==> src/rtl/elevador_pkg.sv <==
// Shared definitions for the floor-A passenger queue: boarding FSM states
// and the default capacities of the waiting queue and of one door window.
package elevador_pkg;

    localparam int CAP_FILA_DEF = 7;
    localparam int CAP_ELEV_DEF = 2;

    typedef enum logic [1:0] {
        ESPERA   = 2'd0,
        EMBARQUE = 2'd1,
        LOTADO   = 2'd2
    } estado_t;

endpackage

==> src/rtl/detector_borda.sv <==
// Rising-edge detector for the arrival button. During reset the delayed copy
// tracks the input, so a button already held when reset releases is not seen
// as a new edge.
module detector_borda (
    input  logic clk_2,
    input  logic reset,
    input  logic d,
    output logic pulso
);

    logic d_r;

    // Delay the raw level by one cycle; reset loads the current level.
    always_ff @(posedge clk_2) begin
        if (reset) begin
            d_r <= d;
        end else begin
            d_r <= d;
        end
    end

    assign pulso = d & ~d_r;

endmodule

==> src/rtl/fila_andar_a.sv <==
// Floor-A passenger queue. Counts arrivals, and while the elevator sits at
// floor A with its door open it sends up to CAP_ELEV passengers, one per cycle.
//
// Handshake: pessoa is a one-way strobe with no ready. Every cycle it is high
// the elevator has accepted exactly one passenger, and fila has already been
// decremented for it (unless an arrival landed on the same edge).
//
// estado and enviados are debug outputs for observing the boarding FSM.
module fila_andar_a
    import elevador_pkg::*;
#(
    parameter int CAP_FILA = CAP_FILA_DEF,
    parameter int CAP_ELEV = CAP_ELEV_DEF,
    localparam int EW = $clog2(CAP_ELEV + 1)
) (
    input  logic          clk_2,
    input  logic          reset,
    input  logic          chegada,
    input  logic          porta,
    input  logic          andar,
    output logic          pessoa,
    output logic [2:0]    fila,
    output logic          cheia,
    output logic          perdeu,
    output estado_t       estado,
    output logic [EW-1:0] enviados
);

    localparam logic [2:0]    CAP_FILA_V = 3'(CAP_FILA);
    localparam logic [EW-1:0] CAP_ELEV_V = EW'(CAP_ELEV);

    logic          chegou;
    logic          sai;
    logic          envia;
    estado_t       estado_nxt;
    logic [EW-1:0] enviados_nxt;
    logic [2:0]    fila_nxt;
    logic          perdeu_nxt;

    detector_borda u_detector (
        .clk_2 (clk_2),
        .reset (reset),
        .d     (chegada),
        .pulso (chegou)
    );

    // The window closes whenever the door shuts or the car is at floor B.
    assign sai = ~porta | andar;

    // Boarding FSM, send decision and queue bookkeeping for the next edge.
    always_comb begin
        estado_nxt   = estado;
        enviados_nxt = enviados;
        envia        = 1'b0;
        case (estado)
            ESPERA: begin
                if (porta && !andar) begin
                    estado_nxt = EMBARQUE;
                end
            end
            EMBARQUE: begin
                // Closing the window wins over a pending send.
                if (sai) begin
                    estado_nxt   = ESPERA;
                    enviados_nxt = '0;
                end else if (fila != 3'd0 && enviados < CAP_ELEV_V) begin
                    envia        = 1'b1;
                    enviados_nxt = enviados + 1'b1;
                    if (enviados_nxt == CAP_ELEV_V) begin
                        estado_nxt = LOTADO;
                    end
                end
            end
            LOTADO: begin
                if (sai) begin
                    estado_nxt   = ESPERA;
                    enviados_nxt = '0;
                end
            end
            default: begin
                estado_nxt   = ESPERA;
                enviados_nxt = '0;
            end
        endcase

        // Arrival and send on the same edge cancel out.
        fila_nxt   = fila;
        perdeu_nxt = perdeu;
        if (envia && !chegou) begin
            fila_nxt = fila - 1'b1;
        end else if (chegou && !envia) begin
            if (fila < CAP_FILA_V) begin
                fila_nxt = fila + 1'b1;
            end else begin
                perdeu_nxt = 1'b1;
            end
        end
    end

    // Register state, counters and all outputs; reset overrides everything.
    always_ff @(posedge clk_2) begin
        if (reset) begin
            estado   <= ESPERA;
            enviados <= '0;
            fila     <= 3'd0;
            pessoa   <= 1'b0;
            perdeu   <= 1'b0;
            cheia    <= 1'b0;
        end else begin
            estado   <= estado_nxt;
            enviados <= enviados_nxt;
            fila     <= fila_nxt;
            pessoa   <= envia;
            perdeu   <= perdeu_nxt;
            cheia    <= (fila_nxt == CAP_FILA_V);
        end
    end

endmodule

==> config.mk <==
export PLATFORM = sky130hd
export DESIGN_NAME = fila_andar_a
export DESIGN_NICKNAME = d
export VERILOG_FILES = /design/src/rtl/elevador_pkg.sv /design/src/rtl/detector_borda.sv /design/src/rtl/fila_andar_a.sv
export SDC_FILE = /design/constraint.sdc
export NUM_CORES = 1
export LEC_CHECK = 0
export BUFFER_PORTS_ARGS = -buffer_cell sky130_fd_sc_hd__buf_4
export CAP_MARGIN = 20
export CORE_AREA = 2 2 39 41
export CTS_CLUSTER_SIZE = 30
export DETAILED_ROUTE_END_ITERATION = 8
export DIE_AREA = 0 0 41 43
export PLACE_DENSITY = 0.67
export SYNTH_ARGS = -nofsm -noshare
export SYNTH_HDL_FRONTEND = slang
export SYNTH_HIERARCHICAL = 1
export SYNTH_SLANG_ARGS = --single-unit
==> constraint.sdc <==
create_clock -name clk_2 -period 4.45 [get_ports clk_2]
set_clock_uncertainty 0.2 [all_clocks]
set_input_delay 0.445 -clock clk_2 [delete_from_list [all_inputs] [get_ports clk_2]]
set_output_delay 0.445 -clock clk_2 [all_outputs]
set_load 0.02 [all_outputs]
==> flow_summary_export.csv, run 1 <==
group,metric,value,unit
sta,hold_violations,0,
sta,period_needed,2.47,ns
detailed_routing,drt_iter0_drc,11,
synth,yosysSeqAreaShare,38.9,%
clock_tree,clock_latency,0.28,ns
detailed_routing,wl_per_cell,12.0,um
global_routing,grt_pass1_wl,1830,um
global_routing,antenna_found_initial,0,
sta,period_share,55.5,%
worst_setup_path,cpMaxStageDelayCell,"dfxtp_1",
status,status,"complete, no violations",
worst_setup_path,crit_required,4.43,ns
sta,fmax,405,MHz
worst_hold_path,hold_class,"input pin to flip-flop",
clock_tree,htreeDepth,1,
floorplanning,die_w,41,um
floorplanning,die_y,43,um
clock_tree,numClockSinks,11,
worst_setup_path,cp_max_fo,6,
clock_tree,cts-root-buf,"clkbuf_4",
worst_setup_path,crit_path_end_kind,"flip-flop",
sta,whs,0.0865,ns
place,dp_hpwl,866,um
worst_setup_path,path_common_cell,"ha_1",
clock_tree,cts_resized,0,
worst_setup_path,crit_chain,"inv_1, ha_1, ha_1, nor2_1, nand3_2, maj3_2, a32o_2, and3_1",
place,io_buffers,14,
sta,rsz0062_at_grt,"false",
clock_tree,cts_made_buffers,3,
finish,area_delta_synth_final,26.9,%
worst_setup_path,max_stage_delay,0.46,ns
finish,final_nets,91,
global_routing,gr-total-overflow,0,
finish,antenna_cells,0,
global_routing,grt_start_max_net_pins,8,
worst_setup_path,reg2reg_depth,8,
pwr,max-vdd-ir-drop,0.144,mV
detailed_routing,via_count,519,
worst_setup_path,start_kind,"flip-flop",
synth,synth_cell_types,26,
detailed_routing,ant_nets,0,
place,place_area,692,um^2
detailed_routing,drt_pre_antenna_iters,4,
synth,synth_seq_cells,11,
detailed_routing,viasPerCell,5.35,
finish,post-route-cell-area,719,um^2
clock_tree,clock_path_buffers,2,
floorplanning,initial_core_util,41.0,%
sta,setup_viol,0,
finish,drive_gt1_share,29.6,%
synth,syn-cell-area,567,um^2
clock_tree,clk_pin_slew,0.08,ns
sta,slew_headroom,80.8,%
sta,slew_violations,0,
pwr,power,200,uW
job,cap_violations,0,
worst_setup_path,crit_arrival,2.45,ns
floorplanning,core_area,0.00138,mm^2
synth,synth_nets,72,
synth,synth_area_per_cell,9.00,um^2
floorplanning,pin_count,15,
synth,synthTopCellsByArea,"dfxtp_1 (39%), ha_1 (8.8%), nor2_1 (5.3%), inv_1 (4.0%), a21oi_1 (3.5%)",
clock_tree,cts_setup_buffers,0,
synth,yosysTopAreaCellShare,38.9,%
pwr,p_leak,0.314,nW
place,gp_congestion,0.845,
synth,synthCells,63,
sta,tns,0,ns
detailed_routing,drc,0,
global_routing,grt_pass1_vias,466,
floorplanning,placementRows,14,
worst_setup_path,crit_type,"flip-flop to flip-flop",
synth,synth_warnings,6,
clock_tree,cts_tree,"done",
global_routing,grt_usage,16.0,%
worst_hold_path,holdPathStages,1,
synth,synth_area_leader_cell,"dfxtp_1",
detailed_routing,wl,1170,um
floorplanning,die_area,0.00176,mm^2
pwr,power_density,278,mW/mm^2
clock_tree,cts_hold_buf,0,
sta,worstMarginPinSlew,0.286,ns
==> placed cells by master, fill, tap and decap left out <==
cell	n
nor3_1	1
nand3_2	1
inv_1	6
a21oi_1	4
mux2_1	1
and2_1	3
o21ai_0	2
o22ai_1	1
dfxtp_1	11
clkbuf_4	3
and3_1	1
nor2_1	8
nor3b_4	1
nor2b_4	1
o211ai_1	1
maj3_2	1
buf_4	14
a41oi_1	1
a32o_2	1
nand2_1	3
mux2i_1	1
a21o_1	1
o21ai_1	4
and3_2	1
clkinv_2	1
nand3_1	1
nand2b_1	1
a311oi_1	2
ha_1	4
==> synth_stat cells <==
master    instances
a21o_1            1
a21oi_1           4
a311oi_1          2
a32o_2            1
a41oi_1           1
and2_1            3
and3_1            1
and3_2            1
dfxtp_1          11
ha_1              4
inv_1             6
maj3_2            1
mux2_1            1
mux2i_1           1
nand2_1           3
nand2b_1          1
nand3_1           1
nand3_2           1
nor2_1            8
nor2b_4           1
nor3_1            1
nor3b_4           1
o211ai_1          1
o21ai_0           2
o21ai_1           4
o22ai_1           1
==> worst paths after layout <==
kind / startpoint / to / slack [ns]
worst min-delay path: chegada / u_detector/d_r / 0.09
worst max register to register: fila[1] / cheia / 1.98
worst min register to register: enviados[0] / enviados[0] / 0.29
worst max-delay path: fila[1] / cheia / 1.98
==> per-layer routing <==
| metal | track usage (%) | wire length (um) |
|---|---|---|
| met4 | 11.3 | 21 |
| met2 | 23.1 | 542 |
| met5 | 0 | 0 |
| met1 | 17.0 | 531 |
| met3 | 8.38 | 70 |
==> logic make-up (layout without fill, tap and decap cells) <==
kind of cell | Yosys count | count (layout) | synth area share, %
AND/OR/NAND/NOR | 22 | 22 | 23.4
AO/OA/AOI/OAI | 17 | 17 | 19.2
flip-flops | 11 | 11 | 38.9
buffers and inverters | 6 | 24 | 3.97
adder cells (fa/ha/maj) | 5 | 5 | 10.8
multiplexers | 2 | 2 | 3.75
==> layout make-up <==
type	instances	area, um^2
well taps	16	20.0
inverters	6	22.5
clock inverters	1	5.00
repair buffers	14	105
multi-input cells	46	324
fillers	135	664
clock buffers	3	22.5
flip-flops and latches	11	220
==> sequential cells by signal, indices dropped and copies added, names as in the netlist <==
register	count
fila	3
enviados	2
estado	2
cheia	1
perdeu	1
pessoa	1
u_detector/d_r	1
==> metrics by stage <==
stage | worst slack, ns | instances | utilization [%]
global placement | 2.04 | 93 | 50.0
CTS | 1.99 | 97 | 52.0
floorplan | 2.06 | 63 | -
finish | 1.98 | 97 | 52.0
global route | 1.85 | 97 | 52.0
detailed placement | 2.01 | 93 | 50.0
==> where the power goes <==
part	internal [mW]	total [mW]	leakage, nW	switching (mW)
registers	0.101	0.104	0.0894	0.00338
clock network	0.0334	0.0687	0.0177	0.0354
logic	0.0126	0.0272	0.207	0.0146
total	0.147	0.200	0.314	0.0534
==> critical path: cells and delay by family, from the launching register on <==
family	cells	cell delay, ns
flip-flops	1	0.46
adder cells (fa/ha/maj)	3	0.74
AND/OR/NAND/NOR	3	0.59
buffers and inverters	1	0.11
AO/OA/AOI/OAI	1	0.27
Note: power is estimated with default switching activity, not from simulation.
==> run 2: changes to the inputs <==
--- a/config.mk
+++ b/config.mk
@@ -5,13 +5,13 @@
 export SDC_FILE = /design/constraint.sdc
 export NUM_CORES = 1
 export LEC_CHECK = 0
+export ABC_AREA = 1
 export BUFFER_PORTS_ARGS = -buffer_cell sky130_fd_sc_hd__buf_4
 export CAP_MARGIN = 20
-export CORE_AREA = 2 2 39 41
+export CORE_UTILIZATION = 51
 export CTS_CLUSTER_SIZE = 30
 export DETAILED_ROUTE_END_ITERATION = 8
-export DIE_AREA = 0 0 41 43
-export PLACE_DENSITY = 0.67
+export PLACE_DENSITY = 0.76
 export SYNTH_ARGS = -nofsm -noshare
 export SYNTH_HDL_FRONTEND = slang
 export SYNTH_HIERARCHICAL = 1
==> constraint.sdc (replaced) <==
create_clock -name clk_2 -period 2.4 [get_ports clk_2]
set_clock_uncertainty 0.2 [all_clocks]
set_input_delay 0.24 -clock clk_2 [delete_from_list [all_inputs] [get_ports clk_2]]
set_output_delay 0.24 -clock clk_2 [all_outputs]
set_load 0.02 [all_outputs]
==> flow_summary_export.csv, run 2 <==
group,metric,value,unit
floorplanning,die_y,38.5,um
detailed_routing,drt_iter0_drc,8,
sta,worstMarginPinSlew,0.275,ns
place,gp_congestion,0.859,
synth,synth_top_family_by_area,"simple AND/OR/NAND/NOR gates",
global_routing,antenna_found_initial,0,
synth,async_reset_ff_share,0,%
sta,hold_violations,0,
pwr,clkPwrFrac,31.8,%
finish,stdcell_count,117,
detailed_routing,wl,1240,um
clock_tree,clock_path_buffers,2,
synth,synthFlopType,"dfxtp_1",
global_routing,grt_usage,21.8,%
sta,slew_violations,0,
status,status,"complete, no violations",
worst_hold_path,holdPathStages,4,
global_routing,grt_pass1_wl,2100,um
clock_tree,cts-root-buf,"clkbuf_4",
place,dp_hpwl,995,um
finish,top_register,"fila",
synth,synth_area_leader_cell,"dfxtp_1",
pwr,max-vdd-ir-drop,0.380,mV
clock_tree,clk_pin_slew,0.07,ns
global_routing,grt_pass1_vias,511,
finish,fill_cells,97,
worst_setup_path,crit_required,2.35,ns
synth,synth.most_common_cell,"inv_1",
floorplanning,initial_core_util,57.9,%
detailed_routing,ant_nets,0,
pwr,intPower,282,uW
floorplanning,core_area,0.00117,mm^2
synth,synth_warnings,6,
finish,area_delta_synth_final,24.9,%
place,place_inst,111,
place,io_buffers,14,
sta,setup_viol,0,
worst_hold_path,hold_class,"input pin to flip-flop",
synth,synth_seq_cells,11,
pwr,p_leak,0.408,nW
finish,final_core_util,72.3,%
synth,synth-simple-area-share,39.7,%
synth,yosysSeqAreaShare,32.5,%
detailed_routing,wl_per_cell,10.6,um
finish,largest_reg_flops,3,
finish,reg.largest.list,"fila: 3 flops, enviados: 2 flops, estado: 2 flops",
sta,period_needed,1.98,ns
floorplanning,die_w,38.5,um
worst_setup_path,reg2reg_depth,9,
worst_setup_path,rr_endpoint,"fila[2]",
sta,period_share,82.4,%
clock_tree,cts_resized,0,
synth,syn-cell-area,678,um^2
synth,synth_mux_area_share,0,%
clock_tree,htreeDepth,1,
detailed_routing,viasPerCell,4.83,
detailed_routing,via_count,565,
synth,synth_area_per_cell,8.17,um^2
synth,synthTopCellsByCount,"inv_1 (12), dfxtp_1 (11), nand2_1 (8)",
synth,yosysTopAreaCellShare,32.5,%
synth,synth_compound_area_share,9.78,%
sta,rsz0062_at_grt,"false",
pwr,p_comb_share,18.9,%
pwr,switchingPower,113,uW
worst_setup_path,r2r-start,"fila[0]",
synth,synthTopCellsByArea,"dfxtp_1 (32%), ha_1 (7.4%), inv_1 (6.6%), nand3_4 (5.2%), nor2_4 (5.0%)",
sta,fmax,506,MHz
sta,tns,0,ns
clock_tree,numClockSinks,11,
clock_tree,clock_latency,0.27,ns
clock_tree,cts_made_buffers,3,
finish,final_cell_mix,"buf_4 (14), inv_1 (12), dfxtp_1 (11)",
synth,synth_nets,92,
finish,antenna_cells,0,
job,cap_violations,0,
worst_hold_path,min-delay-start,"andar",
detailed_routing,drt_pre_antenna_iters,4,
floorplanning,placementRows,12,
worst_setup_path,start_kind,"flip-flop",
finish,final_nets,113,
global_routing,grt_start_max_net_pins,7,
sta,slew_headroom,81.6,%
worst_setup_path,crit_arrival,1.93,ns
worst_setup_path,rrSetupSlack,0.42,ns
synth,synthCells,83,
worst_setup_path,cp_max_fo,5,
global_routing,gr-total-overflow,0,
sta,whs,0.0922,ns
detailed_routing,drc,0,
pwr,swShare,28.6,%
finish,drive_gt1_share,37.9,%
floorplanning,pin_count,15,
worst_setup_path,crit_path_end_kind,"flip-flop",
worst_setup_path,crit_type,"flip-flop to flip-flop",
pwr,power_frac_seq,49.2,%
clock_tree,cts_tree,"done",
pwr,power_density,467,mW/mm^2
synth,synth_fa_ha_area_share,7.38,%
synth,synth_cell_types,25,
worst_hold_path,min_to,"pessoa",
synth,synth_edf_count,0,
finish,mostFrequentLayoutCell,"buf_4",
synth,yosys.area_share.xor_xnor,1.29,%
floorplanning,die_area,0.00148,mm^2
## run 2: changes by cell type after synthesis, sizes merged, moves of 2 or more
cell | before | now
inv | 6 | 17
nand3 | 2 | 7
o21ai | 6 | 4
nor2 | 8 | 14
nor3 | 1 | 3
and3 | 2 | 0
nand2 | 3 | 13
and2 | 3 | 0
## run 2: cell families after synthesis
kind of cell,Yosys count
buf+inv,17
simple gates,39
flops,11
fa+ha+maj,4
compound gates,11
xor+xnor,1
## run 2: critical path, stage by stage (launching register included)
cell     delay [ns]
dfxtp_1        0.40
inv_1          0.09
ha_1           0.20
ha_1           0.22
nor2_4         0.17
nand3_4        0.11
nor2_2         0.14
nor3_2         0.06
nor2_1         0.19
nor2_1         0.08
## run 2: how the worst max path moves through the flow
stage          slack [ns]     from      end
2_1_floorplan        0.44  fila[0]    cheia
3_5_place_dp         0.45  fila[0]    cheia
6_report             0.42  fila[0]  fila[2]
4_1_cts              0.44  fila[0]  fila[2]
3_3_place_gp         0.50  fila[0]    cheia
5_1_grt              0.28  fila[0]    cheia
## run 2: timing repair
action	in CTS	in global routing
endpoints found under the setup margin	0	0
hold buffers	2	0
setup buffers	0	0
endpoints found under the hold margin	4	0
## run 2: routing by layer
| layer | track usage, % | wire (um) |
|---|---|---|
| met1 | 28.8 | 614 |
| met2 | 31.8 | 557 |
| met3 | 5.23 | 50 |
| met4 | 12.9 | 14 |
| met5 | 0 | 0 |
## run 2: area by class of cell
cell class	instances	area (um^2)	share of cell area (%)
Tap cell	14	17.5	2.07
Inverter	17	63.8	7.53
Timing Repair Buffer	16	125	14.8
Sequential cell	11	220	26.0
Multi-Input combinational cell	55	394	46.5
Clock buffer	4	26.3	3.10
## run 2: through the flow
stage	cell area [um^2]	total power [mW]	worst slack (ns)
3_3_place_gp	801	0.270	0.501
3_5_place_dp	801	0.272	0.448
5_1_grt	847	0.419	0.284
6_report	847	0.396	0.422
4_1_cts	847	0.403	0.437
2_1_floorplan	678	0.249	0.440
## run 2: power by group through the flow
stage          Combinational, mW  Clock, mW  Sequential [mW]
2_1_floorplan             0.0455          0            0.204
3_3_place_gp              0.0714          0            0.199
3_5_place_dp              0.0725          0            0.199
4_1_cts                   0.0753      0.133            0.195
5_1_grt                   0.0832      0.140            0.196
6_report                  0.0748      0.126            0.195
==> run 3: changes to the inputs <==
==> constraint.sdc (replaced) <==
create_clock -name clk_2 -period 1.9 [get_ports clk_2]
set_clock_uncertainty 0.2 [all_clocks]
set_input_delay 0.19 -clock clk_2 [delete_from_list [all_inputs] [get_ports clk_2]]
set_output_delay 0.19 -clock clk_2 [all_outputs]
set_load 0.02 [all_outputs]
==> flow_summary_export.csv, run 3 (synthesis results as in run 2) <==
group,metric,value,unit
status,status,"complete, no violations",
floorplanning,die_w,38.5,um
sta,fmax,536,MHz
worst_setup_path,crit_chain,"inv_1, ha_1, ha_1, nor2_4, buf_12, nand3_4, a21oi_2, nor2_4, nand2_2, nor2_2",
detailed_routing,wl_per_cell,12.3,um
worst_setup_path,rrSetupSlack,0.04,ns
sta,setup_viol,0,
floorplanning,placementRows,12,
global_routing,grt_start_max_net_pins,7,
worst_setup_path,crit_arrival,1.84,ns
detailed_routing,via_count,629,
finish,final_cell_mix,"buf_4 (17), inv_1 (12), dfxtp_1 (9)",
floorplanning,pin_count,15,
worst_setup_path,cp_max_fo,4,
global_routing,grt_usage,22.1,%
finish,fill_cells,81,
global_routing,antenna_found_initial,0,
pwr,max-vdd-ir-drop,0.379,mV
detailed_routing,drt_pre_antenna_iters,4,
finish,largest_reg_flops,3,
finish,area_delta_synth_final,32.3,%
finish,mostFrequentLayoutCell,"buf_4",
worst_setup_path,crit_path_end_kind,"flip-flop",
finish,final_core_util,76.6,%
finish,stdcell_count,121,
worst_setup_path,r2r-start,"fila[0]",
floorplanning,core_area,0.00117,mm^2
global_routing,grt_pass1_vias,552,
sta,worstMarginPinSlew,0.298,ns
worst_setup_path,max_stage_delay,0.33,ns
clock_tree,clk_pin_slew,0.07,ns
worst_setup_path,worst-path-buf-inv,2,
finish,reg.largest.list,"fila: 3 flops, enviados: 2 flops, estado: 2 flops",
place,place_inst,113,
worst_setup_path,start_kind,"flip-flop",
sta,slew_headroom,80.1,%
finish,post-route-cell-area,897,um^2
worst_setup_path,worstSetupPathDepth,10,
job,cap_violations,0,
finish,final_nets,117,
worst_setup_path,worstSetupEndpoint,"cheia",
detailed_routing,wl,1480,um
place,io_buffers,14,
sta,hold_violations,0,
detailed_routing,viasPerCell,5.20,
worst_setup_path,reg2reg_depth,10,
worst_setup_path,crit_type,"flip-flop to flip-flop",
worst_hold_path,holdPathStages,4,
global_routing,grt_pass1_wl,2230,um
clock_tree,cts_tree,"done",
pwr,power,532,uW
worst_setup_path,crit_start,"fila[0]",
worst_setup_path,cpMaxStageDelayCell,"dfxtp_2",
detailed_routing,ant_nets,0,
place,dp_hpwl,1050,um
detailed_routing,drt_iter0_drc,16,
worst_setup_path,crit_required,1.87,ns
finish,drive_gt1_share,43.0,%
clock_tree,htreeDepth,1,
finish,top_register,"fila",
floorplanning,die_area,0.00148,mm^2
sta,period_needed,1.86,ns
worst_hold_path,hold_class,"input pin to flip-flop",
floorplanning,die_y,38.5,um
sta,period_share,98.1,%
place,place_area,818,um^2
global_routing,gr-total-overflow,0,
place,gp_congestion,0.845,
pwr,power_density,593,mW/mm^2
sta,slew_violations,0,
clock_tree,numClockSinks,11,
detailed_routing,drc,0,
clock_tree,cts-root-buf,"clkbuf_4",
clock_tree,cts_made_buffers,3,
floorplanning,initial_core_util,57.9,%
worst_setup_path,path_delay_family,"adder cells",
clock_tree,clock_path_buffers,2,
worst_setup_path,rr_endpoint,"cheia",
pwr,p_leak,0.438,nW
finish,antenna_cells,0,
clock_tree,clock_latency,0.27,ns
sta,whs,0.0383,ns
run 3: cell count changes in the layout (fill, tap and decap cells not counted), sizes merged:
cell  change
buf       +4
run 3: metal layers:
layer	up-vias	part of all wire, %	global-route usage [%]
met1	280	43	26.1
met3	4	6.4	5.23
met2	29	48	38.6
met4	0	2.0	7.76
li1	316	-	-
met5	-	0	0
run 3: power breakdown:
part / internal, mW / switching (mW)
sequential: 0.238 / 0.00713
combinational: 0.0543 / 0.0667
clock: 0.0814 / 0.0842
total: 0.374 / 0.158
run 3: what timing repair did:
action,4_1_cts,5_1_grt
setup buffers,0,2
setup endpoints to repair,0,2
endpoints found under the hold margin,4,0
hold buffers,2,0
resized for setup,0,1
run 3: worst min path at each step:
stage / start / endpoint
after global routing: andar / pessoa
after CTS: andar / pessoa
after global placement: chegada / u_detector/d_r
after detailed placement: chegada / u_detector/d_r
after floorplan: chegada / u_detector/d_r
final: andar / pessoa
run 3: layout make-up:
type / instances / area, um^2 / share of cell area [%]
multi-input combinational: 55 / 399 / 44.5
tap: 14 / 17.5 / 1.95
timing repair buffer: 20 / 168 / 18.7
inverter: 17 / 63.8 / 7.11
clock buffer: 4 / 26.3 / 2.93
sequential: 11 / 223 / 24.8
run 3: worst min-delay path: cells and delay by family:
family / cells / cell delay, ns
buffers and inverters: 1 / 0.10
and+or+nand+nor: 3 / 0.18
run 3: per-stage QoR:
stage | setup WS, ns | TNS [ns]
floorplan | 0.0518 | 0
global placement | 0.0891 | 0
detailed placement | 0.0584 | 0
CTS | 0.0467 | 0
global route | -0.0191 | -0.0431
finish | 0.0358 | 0
